### src/rtl/corner_detector.sv
// Raster-scans one thresholded luma frame from BRAM and reports the four extreme
// qualifying pixels: TL=min(x+y), BR=max(x+y), TR=max(x-y), BL=min(x-y).
module corner_detector #(
    parameter int H_PIXELS    = 640,
    parameter int V_PIXELS    = 480,
    parameter int X_BITS      = 10,
    parameter int Y_BITS      = 9,
    parameter int ADDR_BITS   = 19,
    parameter int MEM_LATENCY = 2
) (
    input  logic                 clk,
    input  logic                 reset_n,
    input  logic                 start,
    input  logic [7:0]           threshold,
    output logic [ADDR_BITS-1:0] mem_addr,
    input  logic [7:0]           mem_data,
    output logic                 busy,
    output logic                 done,
    output logic                 found,
    output logic [X_BITS-1:0]    tl_x,
    output logic [Y_BITS-1:0]    tl_y,
    output logic [X_BITS-1:0]    tr_x,
    output logic [Y_BITS-1:0]    tr_y,
    output logic [X_BITS-1:0]    bl_x,
    output logic [Y_BITS-1:0]    bl_y,
    output logic [X_BITS-1:0]    br_x,
    output logic [Y_BITS-1:0]    br_y
);

    localparam int SW = X_BITS + 1;
    localparam int DW = ((X_BITS > Y_BITS) ? X_BITS : Y_BITS) + 2;
    localparam int CW = $clog2(MEM_LATENCY + 1);
    localparam logic [ADDR_BITS-1:0] LAST_ADDR  = ADDR_BITS'(H_PIXELS * V_PIXELS - 1);
    localparam logic [X_BITS-1:0]    X_LAST     = X_BITS'(H_PIXELS - 1);
    localparam logic [Y_BITS-1:0]    Y_LAST     = Y_BITS'(V_PIXELS - 1);
    localparam logic [CW-1:0]        DRAIN_LAST = CW'(MEM_LATENCY - 1);

    typedef enum logic [1:0] {S_IDLE, S_SCAN, S_DRAIN, S_DONE} state_e;

    state_e                 state_q, state_d;
    logic [ADDR_BITS-1:0]   addr_q;
    logic [X_BITS-1:0]      x_q;
    logic [Y_BITS-1:0]      y_q;
    logic [CW-1:0]          drain_q;
    logic [7:0]             thr_q;

    logic                   vld_q [MEM_LATENCY];
    logic [X_BITS-1:0]      px_q  [MEM_LATENCY];
    logic [Y_BITS-1:0]      py_q  [MEM_LATENCY];

    logic                   wfound_q;
    logic [X_BITS-1:0]      w_tl_x_q, w_tr_x_q, w_bl_x_q, w_br_x_q;
    logic [Y_BITS-1:0]      w_tl_y_q, w_tr_y_q, w_bl_y_q, w_br_y_q;

    logic                   found_q;
    logic [X_BITS-1:0]      tl_x_q, tr_x_q, bl_x_q, br_x_q;
    logic [Y_BITS-1:0]      tl_y_q, tr_y_q, bl_y_q, br_y_q;

    logic                   hit;
    logic [X_BITS-1:0]      cx;
    logic [Y_BITS-1:0]      cy;
    logic [SW-1:0]          csum;
    logic signed [DW-1:0]   cdiff;

    function automatic logic [SW-1:0] f_sum(input logic [X_BITS-1:0] x, input logic [Y_BITS-1:0] y);
        return SW'(x) + SW'(y);
    endfunction

    function automatic logic signed [DW-1:0] f_diff(input logic [X_BITS-1:0] x, input logic [Y_BITS-1:0] y);
        return $signed(DW'(x)) - $signed(DW'(y));
    endfunction

    always_ff @(posedge clk) begin
        if (!reset_n) state_q <= S_IDLE;
        else          state_q <= state_d;
    end

    always_comb begin
        state_d = state_q;
        case (state_q)
            S_IDLE:  if (start) state_d = S_SCAN;
            S_SCAN:  if (addr_q == LAST_ADDR) state_d = S_DRAIN;
            S_DRAIN: if (drain_q == DRAIN_LAST) state_d = S_DONE;
            S_DONE:  state_d = S_IDLE;
            default: state_d = S_IDLE;
        endcase
    end

    always_comb begin
        busy = (state_q != S_IDLE);
        done = (state_q == S_DONE);
    end

    // Address and (x,y) advance together so no multiplier is needed.
    always_ff @(posedge clk) begin
        if (!reset_n) begin
            addr_q  <= '0;
            x_q     <= '0;
            y_q     <= '0;
            drain_q <= '0;
            thr_q   <= '0;
        end else begin
            drain_q <= (state_q == S_DRAIN) ? drain_q + CW'(1) : '0;
            if (state_q == S_IDLE && start) begin
                addr_q <= '0;
                x_q    <= '0;
                y_q    <= '0;
                thr_q  <= threshold;
            end else if (state_q == S_SCAN && addr_q != LAST_ADDR) begin
                addr_q <= addr_q + ADDR_BITS'(1);
                if (x_q == X_LAST) begin
                    x_q <= '0;
                    y_q <= (y_q == Y_LAST) ? '0 : y_q + Y_BITS'(1);
                end else begin
                    x_q <= x_q + X_BITS'(1);
                end
            end
        end
    end

    always_ff @(posedge clk) begin
        if (!reset_n) begin
            for (int unsigned i = 0; i < MEM_LATENCY; i++) begin
                vld_q[i] <= 1'b0;
                px_q[i]  <= '0;
                py_q[i]  <= '0;
            end
        end else begin
            vld_q[0] <= (state_q == S_SCAN);
            px_q[0]  <= x_q;
            py_q[0]  <= y_q;
            for (int unsigned i = 1; i < MEM_LATENCY; i++) begin
                vld_q[i] <= vld_q[i-1];
                px_q[i]  <= px_q[i-1];
                py_q[i]  <= py_q[i-1];
            end
        end
    end

    always_comb begin
        cx    = px_q[MEM_LATENCY-1];
        cy    = py_q[MEM_LATENCY-1];
        hit   = vld_q[MEM_LATENCY-1] && (mem_data >= thr_q);
        csum  = f_sum(cx, cy);
        cdiff = f_diff(cx, cy);
    end

    // Strict comparisons keep the earliest pixel in raster order on ties.
    always_ff @(posedge clk) begin
        if (!reset_n || (state_q == S_IDLE && start)) begin
            wfound_q <= 1'b0;
            w_tl_x_q <= '0; w_tl_y_q <= '0;
            w_tr_x_q <= '0; w_tr_y_q <= '0;
            w_bl_x_q <= '0; w_bl_y_q <= '0;
            w_br_x_q <= '0; w_br_y_q <= '0;
        end else if (hit) begin
            if (!wfound_q) begin
                wfound_q <= 1'b1;
                w_tl_x_q <= cx; w_tl_y_q <= cy;
                w_tr_x_q <= cx; w_tr_y_q <= cy;
                w_bl_x_q <= cx; w_bl_y_q <= cy;
                w_br_x_q <= cx; w_br_y_q <= cy;
            end else begin
                if (csum < f_sum(w_tl_x_q, w_tl_y_q)) begin
                    w_tl_x_q <= cx; w_tl_y_q <= cy;
                end
                if (csum > f_sum(w_br_x_q, w_br_y_q)) begin
                    w_br_x_q <= cx; w_br_y_q <= cy;
                end
                if (cdiff > f_diff(w_tr_x_q, w_tr_y_q)) begin
                    w_tr_x_q <= cx; w_tr_y_q <= cy;
                end
                if (cdiff < f_diff(w_bl_x_q, w_bl_y_q)) begin
                    w_bl_x_q <= cx; w_bl_y_q <= cy;
                end
            end
        end
    end

    always_ff @(posedge clk) begin
        if (!reset_n || (state_q == S_DONE && !wfound_q)) begin
            found_q <= 1'b0;
            tl_x_q  <= '0;     tl_y_q <= '0;
            tr_x_q  <= X_LAST; tr_y_q <= '0;
            bl_x_q  <= '0;     bl_y_q <= Y_LAST;
            br_x_q  <= X_LAST; br_y_q <= Y_LAST;
        end else if (state_q == S_DONE) begin
            found_q <= 1'b1;
            tl_x_q  <= w_tl_x_q; tl_y_q <= w_tl_y_q;
            tr_x_q  <= w_tr_x_q; tr_y_q <= w_tr_y_q;
            bl_x_q  <= w_bl_x_q; bl_y_q <= w_bl_y_q;
            br_x_q  <= w_br_x_q; br_y_q <= w_br_y_q;
        end
    end

    assign mem_addr = addr_q;
    assign found    = found_q;
    assign tl_x = tl_x_q;  assign tl_y = tl_y_q;
    assign tr_x = tr_x_q;  assign tr_y = tr_y_q;
    assign bl_x = bl_x_q;  assign bl_y = bl_y_q;
    assign br_x = br_x_q;  assign br_y = br_y_q;

endmodule
### config.mk
export PLATFORM = sky130hd
export DESIGN_NAME = corner_detector
export DESIGN_NICKNAME = d
export VERILOG_FILES = /design/src/rtl/corner_detector.sv
export SDC_FILE = /design/constraint.sdc
export NUM_CORES = 1
export LEC_CHECK = 0
export CORE_ASPECT_RATIO = 0.5
export CORE_MARGIN = 2
export CORE_UTILIZATION = 45
export CTS_BUF_LIST = sky130_fd_sc_hd__clkbuf_4
export CTS_CLUSTER_SIZE = 20
export DETAILED_ROUTE_END_ITERATION = 8
export HOLD_SLACK_MARGIN = 0.06
export PLACE_DENSITY_LB_ADDON = 0.08
export RECOVER_POWER = 50
export SYNTH_ARGS = -nofsm -noshare
export SYNTH_HDL_FRONTEND = slang
export SYNTH_SLANG_ARGS = --single-unit
### constraint.sdc
create_clock -name clk -period 5.9 [get_ports clk]
set_clock_uncertainty 0.05 [all_clocks]
set_input_delay 0.59 -clock clk [delete_from_list [all_inputs] [get_ports clk]]
set_output_delay 0.59 -clock clk [all_outputs]
set_load 0.05 [all_outputs]
# Word-level counts from Yosys, hierarchy flattened

Memories as Yosys holds them, arrays and structs flattened.
Cells that the tools add are included.
W data, S select, Z words.

Bits of input ports: 19
Memories kept: 3
Bits in writable memories: 40
Flip-flop bits (word level): 204
Output and inout bits: 98

Bitwise logic cells: 7
Order comparisons: 5
Eq/ne operators: 15
Add/sub/neg operators: 10
Mux-type cells: 30
Reduce and logical (&&, ||, !) cells: 18

Memory list:

| name  | words | width | read ports | clocked after memory_dff | write ports | line | text |
|---|---|---|---|---|---|---|---|
| px_q  | 2     | 10    | 2          | 0                        | 2           | 48   | `logic [X_BITS-1:0] px_q [MEM_LATENCY];` |
| py_q  | 2     | 9     | 2          | 0                        | 2           | 49   | `logic [Y_BITS-1:0] py_q [MEM_LATENCY];` |
| vld_q | 2     | 1     | 2          | 0                        | 2           | 47   | `logic vld_q [MEM_LATENCY];` |

Operators by type and width:

| cell                    | count |
|---|---|
| $mux W10                | 11 |
| $mux W9                 | 11 |
| $add A10 B9 Y11         | 3 |
| $sub A10 B9 Y11         | 3 |
| $gt A11 B11 Y1          | 2 |
| $lt A11 B11 Y1          | 2 |
| $add A19 B1 Y19 const B | 1 |
| $eq A19 B19 Y1 const B  | 1 |
| $ne A19 B19 Y1 const B  | 1 |
| $reduce_and A2 Y1       | 6 |
| $add A10 B1 Y10 const B | 1 |
| $eq A10 B10 Y1 const B  | 1 |
| $add A9 B1 Y9 const B   | 1 |
| $eq A9 B9 Y1 const B    | 1 |
| $ge A8 B8 Y1            | 1 |
| $ne A2 B1 Y1 const B    | 4 |
| $pmux W2 S4             | 1 |
| $mux W2                 | 3 |
| $ne A2 B2 Y1 const B    | 3 |
| $or A1 B1 Y1            | 6 |
| $eq A2 B1 Y1 const B    | 2 |
| $eq A2 B2 Y1 const B    | 2 |
| $logic_and A1 B1 Y1     | 4 |
| $mux W1                 | 4 |
| other kinds (8)         | 10 |

# Logic depth before layout (Yosys ltp)

Gate-level depths: netlist of run 1.

Word-level depth: 4
Gate-level depth with buffers: 22

# Worst setup path after synthesis of run 1

Ideal clock, no wire load.

Path type: reg2reg
Start point: memory py_q[1][1], in the netlist py_q[0][10]
End point: register w_br_x_q[0]
Buffers on the path: 2
Data arrival time: 4094 ps
Library setup time: 74 ps
Required time: 5776 ps
Cell stages (with the launch flop): 23
Path slack: 1682 ps
Cells stage by stage: dfxtp_1 inv_1 ha_1 nor2b_1 o21a_1 o21bai_1 a21oi_1 o21bai_1 a21oi_1 o21ai_0 or4b_2 o311ai_0 ha_1 and3_1 nand3_1 nor3_1 a21o_1 a31o_2 a21oi_1 clkbuf_1 clkbuf_1 nand3_1 o21ai_0

RTL lines:

| item                   | line | text |
|---|---|---|
| start: declaration     | 49   |  |
| end signal: assignment | 155  | `w_br_x_q <= '0; w_br_y_q <= '0;` |
| end signal: assignment | 162  | `w_br_x_q <= cx; w_br_y_q <= cy;` |
| end signal: assignment | 168  | `w_br_x_q <= cx; w_br_y_q <= cy;` |
| end: declaration       | 52   | `logic [X_BITS-1:0] w_tl_x_q, w_tr_x_q, w_bl_x_q, w_br_x_q;` |

==> results of run 1 <==
## worst reg2reg max path: stages, from the launching register on
cell      delay, ps
dfxtp_1         440
inv_1           120
ha_1            300
nor2b_1          50
o21a_1          180
o21bai_1        120
a21oi_1         100
o21bai_1        140
a21oi_1          90
o21ai_0         180
or4b_2          590
o311ai_0        200
ha_1            350
and3_1          180
nand3_1         100
nor3_1           60
a21o_1          150
a31o_2          210
a21oi_2         460
buf_4           350
nand3_1         120
o21ai_0          90
## through the flow
step / setup slack (ps) / std cells
2_1_floorplan: 1680 / 1322
3_3_place_gp: 1360 / 1742
3_5_place_dp: 1220 / 1742
4_1_cts: 1200 / 1846
5_1_grt: 788 / 1846
6_report: 1200 / 1847
## cell families (layout without fill, tap and decap cells)
group	Yosys count	count (layout)	synth area share, %
adders and majority gates	115	115	12.2
DFF	244	244	40.4
muxes	117	117	9.69
AOI/OAI and AO/OA	183	183	9.85
buffers and inverters	131	303	4.83
xor gates and xnor gates	79	79	5.79
and+or+nand+nor	453	453	17.2
other	0	1	0
## where the power goes
part | total [mW] | internal, mW | switching [mW] | leakage [nW]
registers | 1.75 | 1.71 | 0.0445 | 1.97
logic | 0.700 | 0.229 | 0.471 | 3.35
clock network | 1.34 | 0.655 | 0.687 | 0.422
total | 3.80 | 2.59 | 1.20 | 5.74
## layout by cell type, fill, tap and decap left out, types with 59 or more instances in the layout
cell,count
dfxtp_1,244
nand3_1,69
inv_1,73
o21ai_0,59
mux2i_1,117
nor2_1,127
clkdlybuf4s50_1,61
ha_1,106
nand2_1,147
clkbuf_4,77
## per-layer routing
metal  GRT usage, %  vias up  part of all wire [%]
li1               -     4776                     -
met1           29.3     4383                    51
met2           33.0      184                    43
met3           4.58       39                   4.6
met4           5.45        0                   1.4
met5              0        -                     0
## worst max path at each step
stage / start / end / cells past startpoint
after global routing: py_q[0][10] / w_br_y_q[6] / 21
final: py_q[0][10] / w_br_x_q[5] / 21
after CTS: py_q[0][10] / w_br_x_q[5] / 21
after global placement: py_q[0][10] / w_br_x_q[8] / 21
after detailed placement: py_q[0][10] / w_br_x_q[8] / 21
after floorplan: py_q[0][10] / w_br_x_q[0] / 22
## area by class of cell
cell class                      instances  share of cell area, %
Multi-Input combinational cell        947                   46.9
Inverter                               73                   1.93
Antenna cell                            1                 0.0176
Timing Repair Buffer                  126                   8.61
Tap cell                              352                   3.10
Sequential cell                       244                   34.4
Clock buffer                           77                   4.07
Clock inverter                         27                  0.970
==> results.md, run 1 <==
* Status: complete, but fails checks
* Failing checks: max-capacitance violations, max-slew violations
* Vias in the first global route at 9337
* Via-to-Cell Ratio at 5.08
* Mapped Avg Cell Area at 9.14 um2
* Die Y at 120 um
* Post-synth EDFFs at 0
* Routed WL per cell at 16.0 um
* Fin. Hold Viols at 0
* Post-DRT Antenna Nets at 0
* Sequential share of the synthesized area at 40.4%
* Top delay family on crit path: compound AO/OA/AOI/OAI gates
* Final core utilization at 53.7%
* Root Buffer Master: clkbuf_4
* Critical path launch point type: flip-flop
* Hold-fix buffers at CTS at 0
* Commonest cells in the netlist: dfxtp_1 (244), nand2_1 (147), nor2_1 (127)
* Via count at 9382
* Starting density of the core at 45.7%
* Max IR drop VDD at 143 uV
* Worst skew pair latency at 710 ps
* Io pins at 117
* H-tree levels at 2
* Slew HR at -21.5%
* Max-slew violations at 96
* Worst-path clk slew at 70 ps
* # nets final at 1580
* Largest net degree at the start of global routing at 91
* Final wirelength at 29.6 mm
* Power Density at 268 mW/mm2
* Die area at 0.0283 mm2
* Setup Fix Bufs, Post-CTS at 0
* Setup TNS at 0 ps
* FMAX at 213 MHz
* Syn Nets at 1454
* Class of the worst hold path: flip-flop to flip-flop
* Total number of yosys warnings at 0
* Mapped cell area at 0.0121 mm2
* Synth cell types at 66
* Static Leakage at 5.74 nW
* WHS at 365 ps
* Cell Area, Placed at 0.0135 mm2
* Post-cts resize count at 0
* Grt total ovfl at 0
* Period utilisation layout at 79.7%
* FP Rows at 42
* Syn-to-layout area delta at 17.5%
* Critical Path RT at 6460 ps
* Worst r2r src: py_q[0][10]
* Clk buf depth at 3
* Post-synth ARST share at 0%
* Crit end category: flip-flop
* Sinks on Clock Net at 244
* Most frequent cell after synthesis: dfxtp_1
* GRT Util Overall at 21.0%
* Critical Path Fanout Max at 26
* Worst path cell trace: inv_1, ha_1, nor2b_1, o21a_1, o21bai_1, a21oi_1, o21bai_1, a21oi_1, o21ai_0, or4b_2, o311ai_0, ha_1, and3_1, nand3_1, nor3_1, a21o_1, a31o_2, a21oi_2, buf_4, nand3_1, o21ai_0
* Min-Delay Endpoint: drain_q[0]
* Largest register FFs at 20
* Final setup violation count at 0
* CP max-delay cell: or4b_2
* Die width at 236 um
* Hpwl dp at 21.5 mm
* Fillers at 2469
* Synth top area share at 40.4%
* RD Place Congestion at 0.912
* Tot Pwr at 3.80 mW
* Multi-input combinational cell area at 0.00665 mm2
* Worst Path Arrival at 5260 ps
* Number of buffers created by CTS at 56
* CTS tree: yes
* Port Buffers at 116
* Worst Tran Pin Value at 1820 ps
* Sequential Area at 0.00488 mm2
* Fin crit period at 4700 ps
* Most used DFF post-synth: dfxtp_1
* Initial antenna violation count at 1
* Pre-antenna DRT Iters at 5
* First-pass GRT wire length at 47.5 mm
* Share of cells above drive strength 1 at 7.70%
* Hold Path Origin: drain_q[0]
* Number of synthesized register bits at 244
* Cell area after layout at 0.0142 mm2
* Post-synth top area cell: dfxtp_1
* MaxCap Viol Count at 2
* Core footprint at 0.0264 mm2
* Largest Register: px_q
* Setup repair after global routing missed its margin: no
* Capture point of the worst reg-to-reg path: w_br_x_q[5]
* Leading cell types by total area after synthesis: dfxtp_1 (40%), ha_1 (11%), mux2i_1 (9.7%)
* Hold Path Depth at 1
* Worst setup path category: flip-flop to flip-flop
* Post-route DRC at 0
* FF-to-FF path depth at 21
* Worst R2R Setup Slack at 1200 ps
* Cell count after synthesis at 1322
* Worst stage delay on the critical path at 590 ps
* CP bufs+invs at 2
* Iteration-0 DRC Markers at 428
No activity file was read; power rests on OpenSTA's default activity.
==> run 2, diff against run 1 <==
- clock period: 5.9 -> 4.6 ns (I/O delays scaled with it)
==> run 2 against run 1 <==
  * The flow still finishes with violations (max-capacitance violations, max-slew violations)
  * Routed wire length is 0.10% higher
  * Global-route usage is 0.37 points higher
  * Non-clock buffer count is 5 higher
  * Final area is 0.17% higher
  * Combinational power is 29% higher
  * Critical path depth stayed put
  * Largest power group unchanged
==> results.md, run 2 (synthesized netlist as in run 1, its figures left out) <==
* Max IR drop VDD at 212 uV
* Iteration-0 DRC Markers at 463
* Fin. Hold Viols at 0
* P_sw at 1.51 mW
* Post-route DRC at 0
* RD Place Congestion at 0.874
* Largest register FFs at 20
* Min-Delay Endpoint: thr_q[2]
* Fillers at 2468
* Worst-path clk slew at 70 ps
* CP bufs+invs at 3
* Via count at 9462
* CP max-delay cell: or4b_2
* Critical path launch point type: flip-flop
* Tot Pwr at 4.82 mW
* Hold Path Depth at 3
* Post-route insts no fill at 1848
* Hpwl dp at 21.8 mm
* Largest net degree at the start of global routing at 74
* Hold-fix buffers at CTS at 0
* Failing checks: max-capacitance violations, max-slew violations
* Syn-to-layout area delta at 17.7%
* Static Leakage at 5.77 nW
* Cell Area, Placed at 0.0135 mm2
* Root Buffer Master: clkbuf_4
* Worst setup path category: flip-flop to flip-flop
* Slew HR at -30.4%
* Die area at 0.0283 mm2
* Final wirelength at 29.6 mm
* Core footprint at 0.0264 mm2
* Max-slew violations at 44
* Hold Path Origin: threshold[2]
* FP Rows at 42
* Die width at 236 um
* Final setup violation count at 0
* Most common cell after layout, fill and taps aside: dfxtp_1
* FF-to-FF path depth at 21
* Via-to-Cell Ratio at 5.12
* Worst skew pair latency at 710 ps
* Power Density at 339 mW/mm2
* Critical Path Fanout Max at 38
* Die Y at 120 um
* Clk buf depth at 3
* Worst path cell trace: inv_1, ha_2, inv_1, o21a_1, o21bai_1, a21oi_1, o21bai_1, a21oi_1, o21ai_0, or4b_2, o311ai_0, ha_1, and3_1, nand3_1, nor3_1, a21o_1, a31o_2, a21oi_2, buf_12, nand3_1, o21ai_0
* Starting density of the core at 45.7%
* Io pins at 117
* Top delay family on crit path: compound AO/OA/AOI/OAI gates
* Capture point of the worst reg-to-reg path: w_br_x_q[2]
* Cell area after layout at 0.0142 mm2
* Comb pwr share at 18.7%
* Post-DRT Antenna Nets at 0
* Status: complete, but fails checks
* Worst r2r src: py_q[0][11]
* GRT Util Overall at 21.4%
* Vias in the first global route at 9434
* Worst Path Arrival at 4800 ps
* # nets final at 1586
* Sw Ratio at 31.3%
* Grt total ovfl at 0
* Fin crit period at 4250 ps
* Initial antenna violation count at 2
* H-tree levels at 2
* Clock share of power at 34.8%
* Port Buffers at 116
* Worst Tran Pin Value at 1960 ps
* Crit end category: flip-flop
* Pint at 3.32 mW
* Period utilisation layout at 92.4%
* First-pass GRT wire length at 48.1 mm
* Critical Path RT at 5150 ps
* CTS tree: yes
* Reg power frac at 46.6%
* Worst stage delay on the critical path at 590 ps
* Placed Cells at 1747
* Pre-antenna DRT Iters at 5
* Largest Register: px_q
* FMAX at 235 MHz
* Worst R2R Setup Slack at 350 ps
* Class of the worst hold path: input port to flip-flop
* Number of buffers created by CTS at 57
* Share of cells above drive strength 1 at 8.23%
* MaxCap Viol Count at 2
* Routed WL per cell at 16.0 um
* Most frequent cells in the layout: dfxtp_1 (243), nand2_1 (147), nor2_1 (127)
* Sinks on Clock Net at 244
run 2: worst min-delay path: stages:
cell	delay, ps
clkdlybuf4s50_1	400
nand3_1	60
a21boi_0	60
run 2: worst max-delay path by stage:
stage	slack, ps	end	depth (start not counted)	from
final	350	w_br_x_q[2]	21	py_q[0][11]
after global routing	-0.7	w_br_y_q[7]	21	py_q[0][11]
after floorplan	380	w_br_y_q[6]	22	py_q[0][10]
after detailed placement	260	w_br_x_q[2]	21	py_q[0][10]
after CTS	220	w_br_x_q[2]	21	py_q[0][10]
after global placement	400	w_br_y_q[2]	21	py_q[0][11]
run 2: final cells by class:
type | count | area, um2 | area share (%)
Multi-Input combinational cell | 947 | 6640 | 46.7
Clock inverter | 16 | 62.6 | 0.440
Tap cell | 352 | 440 | 3.10
Antenna cell | 2 | 5.00 | 0.0352
Sequential cell | 244 | 4890 | 34.4
Clock buffer | 83 | 623 | 4.38
Timing Repair Buffer | 131 | 1280 | 9.04
Inverter | 73 | 274 | 1.93
run 2: what timing repair did:
action                                  in CTS  in global routing
endpoints found under the setup margin       0                 19
setup buffers                                0                  0
gates resized for setup                      0                  5
run 2: power groups by stage:
stage / clock, mW / sequential, mW / combinational, mW
after floorplan: 0 / 2.45 / 0.503
after global placement: 0 / 2.30 / 0.908
after detailed placement: 0 / 2.30 / 0.922
after CTS: 1.75 / 2.25 / 0.926
after global routing: 1.86 / 2.26 / 0.978
final: 1.68 / 2.25 / 0.901
run 2: per-layer routing:
metal  routed length (um)  global-route usage [%]  share of wire (%)
met5                    0                       0                  0
met4                  586                    7.01                2.0
met3                 1380                    4.74                4.6
met2                12700                    32.5                 43
met1                14900                    30.1                 50
run 2: metrics by stage:
stage	utilization, %	hold slack (ps)	setup WS (ps)	TNS, ps
2_1_floorplan	-	347	382	0
3_3_place_gp	51.3	355	405	0
3_5_place_dp	51.3	365	260	0
4_1_cts	53.9	199	221	0
5_1_grt	53.8	235	-0.695	-0.695
6_report	53.8	287	349	0
==> run 3, diff against run 2 <==
- clock period: 4.6 -> 3.5 ns (I/O delays scaled with it)
==> run 3 against run 2 <==
  * The flow finishes with violations (max-capacitance violations, max-slew violations, negative setup slack)
  * Worst hold slack worse by 100 ps
  * Critical endpoint unchanged
  * Total power up 38%
  * Sequential power up 32%
  * Register-to-register slack worse by 770 ps
  * Sequential cell count unchanged
  * First-iteration DRC count down 4.8%
  * Maximum frequency up 8.3%
==> results.md, run 3 (synthesized netlist as in run 1, its figures left out) <==
* CP max-delay cell: or4b_4
* Hold Path Depth at 3
* Die Y at 120 um
* Via-to-Cell Ratio at 5.15
* Pre-antenna DRT Iters at 5
* Setup TNS at -16700 ps
* Die width at 236 um
* Slew HR at -19.5%
* Root Buffer Master: clkbuf_4
* Min-Delay Endpoint: thr_q[4]
* Worst Slack Setup Final at -425 ps
* Sinks on Clock Net at 244
* Worst stage delay on the critical path at 500 ps
* RD Place Congestion at 0.880
* Tot Pwr at 6.64 mW
* FF-to-FF path depth at 22
* Critical path launch point type: flip-flop
* Fin crit period at 3920 ps
* Starting density of the core at 45.7%
* MaxCap Viol Count at 1
* CTS tree: yes
* Post-DRT Antenna Nets at 0
* Period utilisation layout at 112%
* Hold Path Origin: threshold[4]
* Critical Path Fanout Max at 7
* Class of the worst hold path: input port to flip-flop
* Largest Register: px_q
* Routed WL per cell at 16.5 um
* Vias in the first global route at 9768
* Hold-fix buffers at CTS at 0
* H-tree levels at 2
* Max IR drop VDD at 231 uV
* Worst skew pair latency at 730 ps
* Syn-to-layout area delta at 31.9%
* Share of cells above drive strength 1 at 20.3%
* Largest register FFs at 20
* Critical Path RT at 4060 ps
* Most frequent cells in the layout: dfxtp_1 (237), nand2_1 (145), nor2_1 (125)
* Final setup violation count at 72
* Die area at 0.0283 mm2
* Worst r2r src: py_q[0][10]
* Max-slew violations at 55
* FMAX at 255 MHz
* Setup repair after global routing missed its margin: yes
* Number of buffers created by CTS at 57
* Static Leakage at 6.48 nW
* Iteration-0 DRC Markers at 441
* GRT Util Overall at 22.2%
* Fin. Hold Viols at 0
* Worst Path Arrival at 4480 ps
* Post-route DRC at 0
* Power Density at 417 mW/mm2
* Grt total ovfl at 0
* # nets final at 1690
* Worst path cell trace: inv_4, ha_4, nor2b_2, o21a_1, o21bai_1, a21oi_2, o21bai_1, a21oi_2, o21ai_1, or4b_4, o311ai_4, ha_1, and3_4, nand3_4, nor3_2, a21o_1, a31o_2, a21oi_4, buf_12, buf_12, nand3_2, o21ai_1
* Worst Tran Pin Value at 1790 ps
* Most common cell after layout, fill and taps aside: dfxtp_1
* First-pass GRT wire length at 50.3 mm
* Crit end category: flip-flop
* FP Rows at 42
* Clk buf depth at 3
* Port Buffers at 116
* Via count at 10.0k
* Initial antenna violation count at 2
* Core footprint at 0.0264 mm2
* Worst setup path category: flip-flop to flip-flop
* Failing checks: max-capacitance violations, max-slew violations, negative setup slack
* Final wirelength at 32.2 mm
* WHS at 187 ps
* Io pins at 117
* Hpwl dp at 23.1 mm
* Worst R2R Setup Slack at -420 ps
* Largest net degree at the start of global routing at 55
* Worst-path clk slew at 70 ps
* Status: complete, but fails checks
* Capture point of the worst reg-to-reg path: w_br_x_q[2]
-- run 3: critical path: cells and delay by family, from the launching register on --
kind	cells	cell delay, ps
compound gates	11	1670
buf+inv	3	320
fa+ha+maj	2	560
flops	1	370
simple gates	6	890
-- run 3: final cells by class --
type,count,area (um2)
timing repair buffer,235,2330
tap,352,440
multi-input combinational,947,7250
inverter,73,277
clock inverter,19,125
fill,2367,10500
sequential,244,4900
clock buffer,80,601
antenna,1,2.50
-- run 3: report_power, final --
group          internal (mW)  switching (mW)  leakage [nW]
combinational          0.511           0.850          4.08
sequential              2.88          0.0785          1.97
clock                   1.20            1.12         0.428
-- run 3: per-layer routing --
layer,track usage (%),vias up,part of all wire [%]
met5,0,-,0
met4,5.85,0,1.6
met3,4.62,37,5.2
met2,35.3,215,44
met1,30.8,4804,49
li1,-,4993,-
-- run 3: worst max path at each step --
stage | cells after the start | to | startpoint | slack, ps
after global routing | 22 | w_br_x_q[2] | py_q[0][10] | -580
after detailed placement | 21 | w_br_y_q[8] | py_q[0][10] | -340
after CTS | 22 | w_br_y_q[8] | py_q[0][10] | -300
after global placement | 21 | w_br_y_q[1] | py_q[0][10] | -290
after floorplan | 22 | w_br_x_q[0] | py_q[0][10] | -170
final | 22 | w_br_x_q[2] | py_q[0][10] | -420
-- run 3: through the flow --
stage | instances | utilization, % | setup WS (ps) | area [um2]
2_1_floorplan | 1322 | - | -167 | 12200
3_3_place_gp | 1825 | 54.0 | -293 | 14300
3_5_place_dp | 1825 | 54.0 | -342 | 14300
4_1_cts | 1943 | 58.5 | -296 | 15500
5_1_grt | 1951 | 60.3 | -578 | 15900
6_report | 1951 | 60.3 | -425 | 15900
-- run 3: what timing repair did --
item | CTS | global route
pin swaps | 28 | 51
setup endpoints to repair | 76 | 76
cloned | 7 | 5
gates resized for setup | 53 | 116
setup buffers | 12 | 7
